==> src/rtl/core_mul_unit.sv <==
// Iterative shift-add multiplier for MUL/MLA/UMULL/SMULL/UMLAL/SMLAL; retires STEP_BITS multiplier bits per cycle.
// Result and valid appear 32/STEP_BITS+1 cycles after start is accepted; ready is low while busy and extra starts are dropped.

package core_mul_pkg;
   typedef struct packed {
      logic       add;
      logic       long_mul;
      logic       signed_mul;
      logic [3:0] r_add_lo;
      logic [3:0] r_add_hi;
   } mul_decode;
endpackage

module core_mul_unit
   import core_mul_pkg::*;
#(
   parameter int STEP_BITS = 1
) (
   input  logic        clk,
   input  logic        rst_n,
   input  logic        start,
   input  logic        flush,
   input  mul_decode   decode,
   input  logic [31:0] a,
   input  logic [31:0] b,
   input  logic [31:0] acc_lo,
   input  logic [31:0] acc_hi,
   output logic        ready,
   output logic        valid,
   output logic [31:0] q_lo,
   output logic [31:0] q_hi,
   output logic        n,
   output logic        z
);

   localparam int         N_STEPS = 32 / STEP_BITS;
   localparam logic [4:0] LAST    = 5'(N_STEPS - 1);

   typedef enum logic [1:0] {IDLE, MUL, FIX} state_t;

   state_t      state_q, state_d;
   logic [4:0]  cnt_q, cnt_d;
   logic [63:0] mcand_q, mcand_d;
   logic [31:0] mplier_q, mplier_d;
   logic [63:0] part_q, part_d;
   logic [63:0] acc_q, acc_d;
   logic        neg_q, neg_d;
   logic        long_q, long_d;
   logic        ready_q, ready_d;
   logic        valid_q, valid_d;
   logic [31:0] q_lo_q, q_lo_d;
   logic [31:0] q_hi_q, q_hi_d;
   logic        n_q, n_d;
   logic        z_q, z_d;

   logic        signed_long;
   logic [31:0] a_mag, b_mag;
   logic [63:0] step_sum;
   logic [63:0] p_fix;
   logic        unused_decode;

   assign unused_decode = ^{decode.r_add_lo, decode.r_add_hi};

   // Signed long multiplies run on magnitudes; the sign is reapplied in FIX.
   assign signed_long = decode.long_mul & decode.signed_mul;
   assign a_mag       = (signed_long && a[31]) ? (32'd0 - a) : a;
   assign b_mag       = (signed_long && b[31]) ? (32'd0 - b) : b;

   always_comb begin
      state_d  = state_q;
      cnt_d    = cnt_q;
      mcand_d  = mcand_q;
      mplier_d = mplier_q;
      part_d   = part_q;
      acc_d    = acc_q;
      neg_d    = neg_q;
      long_d   = long_q;
      valid_d  = 1'b0;
      q_lo_d   = q_lo_q;
      q_hi_d   = q_hi_q;
      n_d      = n_q;
      z_d      = z_q;

      step_sum = '0;
      for (int i = 0; i < STEP_BITS; i++) begin
         if (mplier_q[i]) step_sum = step_sum + (mcand_q << i);
      end

      // A short accumulate only affects the low word, so a zero-extended acc_lo is exact there.
      p_fix = (neg_q ? (64'd0 - part_q) : part_q) + acc_q;

      case (state_q)
         IDLE: begin
            if (start && !flush) begin
               state_d  = MUL;
               cnt_d    = '0;
               mcand_d  = {32'd0, a_mag};
               mplier_d = b_mag;
               part_d   = '0;
               neg_d    = signed_long & (a[31] ^ b[31]);
               long_d   = decode.long_mul;
               acc_d    = decode.add ? {(decode.long_mul ? acc_hi : 32'd0), acc_lo} : 64'd0;
            end
         end
         MUL: begin
            part_d   = part_q + step_sum;
            mcand_d  = mcand_q << STEP_BITS;
            mplier_d = mplier_q >> STEP_BITS;
            cnt_d    = cnt_q + 5'd1;
            if (flush) begin
               state_d = IDLE;
            end else if (cnt_q == LAST) begin
               state_d = FIX;
            end
         end
         FIX: begin
            state_d = IDLE;
            if (!flush) begin
               valid_d = 1'b1;
               q_lo_d  = p_fix[31:0];
               q_hi_d  = long_q ? p_fix[63:32] : 32'd0;
               n_d     = long_q ? p_fix[63] : p_fix[31];
               z_d     = long_q ? (p_fix == 64'd0) : (p_fix[31:0] == 32'd0);
            end
         end
         default: state_d = IDLE;
      endcase

      ready_d = (state_d == IDLE);
   end

   always_ff @(posedge clk or negedge rst_n) begin
      if (!rst_n) begin
         state_q  <= IDLE;
         cnt_q    <= '0;
         mcand_q  <= '0;
         mplier_q <= '0;
         part_q   <= '0;
         acc_q    <= '0;
         neg_q    <= 1'b0;
         long_q   <= 1'b0;
         ready_q  <= 1'b1;
         valid_q  <= 1'b0;
         q_lo_q   <= '0;
         q_hi_q   <= '0;
         n_q      <= 1'b0;
         z_q      <= 1'b0;
      end else begin
         state_q  <= state_d;
         cnt_q    <= cnt_d;
         mcand_q  <= mcand_d;
         mplier_q <= mplier_d;
         part_q   <= part_d;
         acc_q    <= acc_d;
         neg_q    <= neg_d;
         long_q   <= long_d;
         ready_q  <= ready_d;
         valid_q  <= valid_d;
         q_lo_q   <= q_lo_d;
         q_hi_q   <= q_hi_d;
         n_q      <= n_d;
         z_q      <= z_d;
      end
   end

   assign ready = ready_q;
   assign valid = valid_q;
   assign q_lo  = q_lo_q;
   assign q_hi  = q_hi_q;
   assign n     = n_q;
   assign z     = z_q;

endmodule

==> config.mk <==
export PLATFORM = sky130hd
export DESIGN_NAME = core_mul_unit
export DESIGN_NICKNAME = d
export VERILOG_FILES = /design/src/rtl/core_mul_unit.sv
export SDC_FILE = /design/constraint.sdc
export NUM_CORES = 1
export LEC_CHECK = 0
export ABC_AREA = 1
export ABC_CLOCK_PERIOD_IN_PS = 7230
export CORE_ASPECT_RATIO = 0.7
export CORE_MARGIN = 4
export CORE_UTILIZATION = 38
export DETAILED_ROUTE_END_ITERATION = 6
export PLACE_DENSITY = 0.54
export SLEW_MARGIN = 10
export SYNTH_ARGS = -nofsm -noshare
export SYNTH_HDL_FRONTEND = slang
export SYNTH_SLANG_ARGS = --single-unit
export TNS_END_PERCENT = 100
==> constraint.sdc <==
create_clock -name clk -period 7.23 [get_ports clk]
set_input_delay 1.8075 -clock clk [delete_from_list [all_inputs] [get_ports clk]]
set_output_delay 1.8075 -clock clk [all_outputs]
set_load 0.01 [all_outputs]
==> results.toml <==
[outcome]
outcome = "complete, no violations"

[clock_network]
postCtsResizedCells = 0
cts_hold_buf = 0
insertion_delay_ns = 0.59
clk_pin_slew_worst_paths_ns = 0.06
clockRootBuffer = "clkbuf_16"
cts_max_level = 2
cts_tree = "built"
clockBufferDepth = 3
cts_buffers = 37
post_cts_buffers = 0
cts.sinks = 301

[grt]
grt_usage_pct = 25.1
grt_overflow = 0
first_global_vias = 24056
grt_max_degree = 113
antenna_found_initial = 0
grt_pass1_wl_mm = 143

[setup_path]
crit_required_ns = 7.74
cpMostUsedCell = "nand2_1"
critical_path_class = "register to register"
r2r_start = "part_q[7]"
endpoint_kind = "register"
critPathMaxFanout = 5
max_stage_delay_ns = 0.54
cp_slowest_cell = "nand4_1"
ff2ff_path_depth = 28
rr_endpoint = "z"
worst_ep_arrival_time_ns = 5.88
critPathLaunchType = "register"
r2r_setup_slack_ns = 1.87

[floorplan]
start_util_pct = 38.7
ios = 211
coreArea_sq_um = 67000
rows = 79
die_x_um = 320
dieArea_sq_um = 72500
die_y_um = 226

[min_path]
holdPathEnd = "cnt_q[3]"
hold_depth = 1
min_path_type = "register to register"
worstHoldStart = "cnt_q[3]"

[power]
p_comb_share_pct = 46.4
ir_worst_vdd_mv = 0.175
p_per_area_nw_per_um2 = 264
swShare_pct = 45.2
power_mw = 7.98
net-switching-power_mw = 3.61
p_seq_share_pct = 27.9
p_int_mw = 4.37
p_leak_nw = 15.7
p_clk_share_pct = 25.7

[sta]
maxSlewHeadroom_pct = 16.5
slew_violations = 0
rsz0062_at_grt = "false"
min_period_over_period_pct = 74.2
finalSetupViolations = 0
worst_slack_ns = 1.87
holdWs_ns = 0.462
fin_skew_ns = 0.0275
worst_slew_pin_slew_ns = 1.24
fmax_mhz = 187
finalSetupTns_ns = 0
min_period_ns = 5.36
hold_viol_final = 0

[yosys]
synth_edf_count = 0
yosys.area.top_type = "dfrtp_1"
yosys.area.top_type_share_pct = 29.0
synthFlopType = "dfrtp_1"
synth_nets = 4374
async_reset_ff_share_pct = 100
syn-cell-area_sq_um = 25900
synthTopCellsByArea = "dfrtp_1 (29%), nand2_1 (20%), inv_1 (9.5%)"
syn_inst = 4091
syn_area_per_cell_sq_um = 6.33
ys_seq_area_share_pct = 29.1
ys_seq_elements = 301
yosys_warnings = 0
synth.distinct_cells = 62

[route]
vias = 25941
wirelength_mm = 92.0
drtPass1Iterations = 6
drtAntennaViolNets = 0
vias_per_cell = 5.02
drt_iter0_drc = 2539
route.detailed.drc = 0
wl_per_cell_um = 17.8

[cells_and_area]
multi_input_area_sq_um = 15500
drive_above_1_share_pct = 4.60
fin_util_pct = 45.1
fin_cells = 5172
layout.nets = 4536
area_delta_synth_final_pct = 16.5
fillers = 7141
diodes = 0
seqCellArea_sq_um = 7540
final_common_cell = "nand2_1"
stdcell_area_sq_um = 30200
most-common-layout-cells = "nand2_1 (1366), inv_1 (653), nor2_1 (381)"

[placed_design]
place_area_sq_um = 28900
dpl.cell_count = 5105
dpl_worst_slack_ns = 2.20
io_buffers = 202
dp_hpwl_mm = 74.2
place.gp.congestion = 0.957

[run]
maxCapViolCount = 0
[worst max path at each step]
stage	cells past startpoint	startpoint	end	slack, ns
floorplan	26	part_q[1]	z	3.66
detailed placement	24	part_q[46]	z	2.20
finish	28	part_q[7]	z	1.87
CTS	24	part_q[46]	z	2.15
global placement	24	part_q[7]	z	2.15
global route	26	part_q[7]	z	1.46
[power by group through the flow]
stage               Sequential [mW]  Combinational [mW]  Clock [mW]
finish                         2.23                3.70        2.05
global route                   2.27                4.15        2.17
CTS                            2.23                3.67        2.11
detailed placement             2.26                3.65           0
global placement               2.26                3.64           0
floorplan                      2.14                2.54           0
[synthesized netlist by cell type, drive strengths merged (24+ instances only)]
cell type and n:
xor2 103, xnor2 41, nor4 32, nor2 410, ha 138, o211ai 28, dfrtp 300, clkbuf 91
o21ai 241, nand4 35, nand3 119, nor3 71, inv 671, a21oi 192, nand2 1385, o22ai 53
o21bai 24
[layer usage]
metal  vias up  part of all wire, %  track usage (%)
li1      13347                    -                -
met1     11829                   52             40.1
met2       710                   38             34.8
met4         0                  1.1             3.67
met3        55                  8.3             5.54
met5         -                    0                0
[layout make-up]
class | count | share of cell area [%]
timing repair buffer | 222 | 7.28
multi-input combinational | 3018 | 51.4
tap | 891 | 3.69
sequential | 301 | 25.0
inverter | 673 | 8.37
clock inverter | 14 | 0.688
clock buffer | 53 | 3.64
[flip-flops by register name, summed over array words and instances (netlist names)]
| signal | flops |
|---|---|
| cnt_q | 5 |
| valid | 1 |
| mplier_q | 32 |
| neg_q | 1 |
| ready | 1 |
| state_q | 2 |
| mcand_q | 64 |
| z | 1 |
| long_q | 1 |
| acc_q | 64 |
| part_q | 64 |
| q_lo | 32 |
| n | 1 |
| q_hi | 32 |
[cells by family after synthesis]
| family | count (synthesis) | share of synthesized area, % |
|---|---|---|
| buffers and inverters | 772 | 11.2 |
| adder cells (fa/ha/maj) | 140 | 6.82 |
| AND/OR/NAND/NOR | 2088 | 33.4 |
| AO/OA/AOI/OAI | 646 | 14.6 |
| XOR/XNOR | 144 | 4.87 |
| flip-flops | 301 | 29.1 |
[critical path, delay by kind of cell, from the launching register on]
family,cells,cell delay (ns)
flops,1,0.46
buf+inv,3,0.35
fa+ha+maj,1,0.52
compound gates,1,0.09
simple gates,22,3.67
xor+xnor,1,0.19
Power figures use the tool's default switching activity.
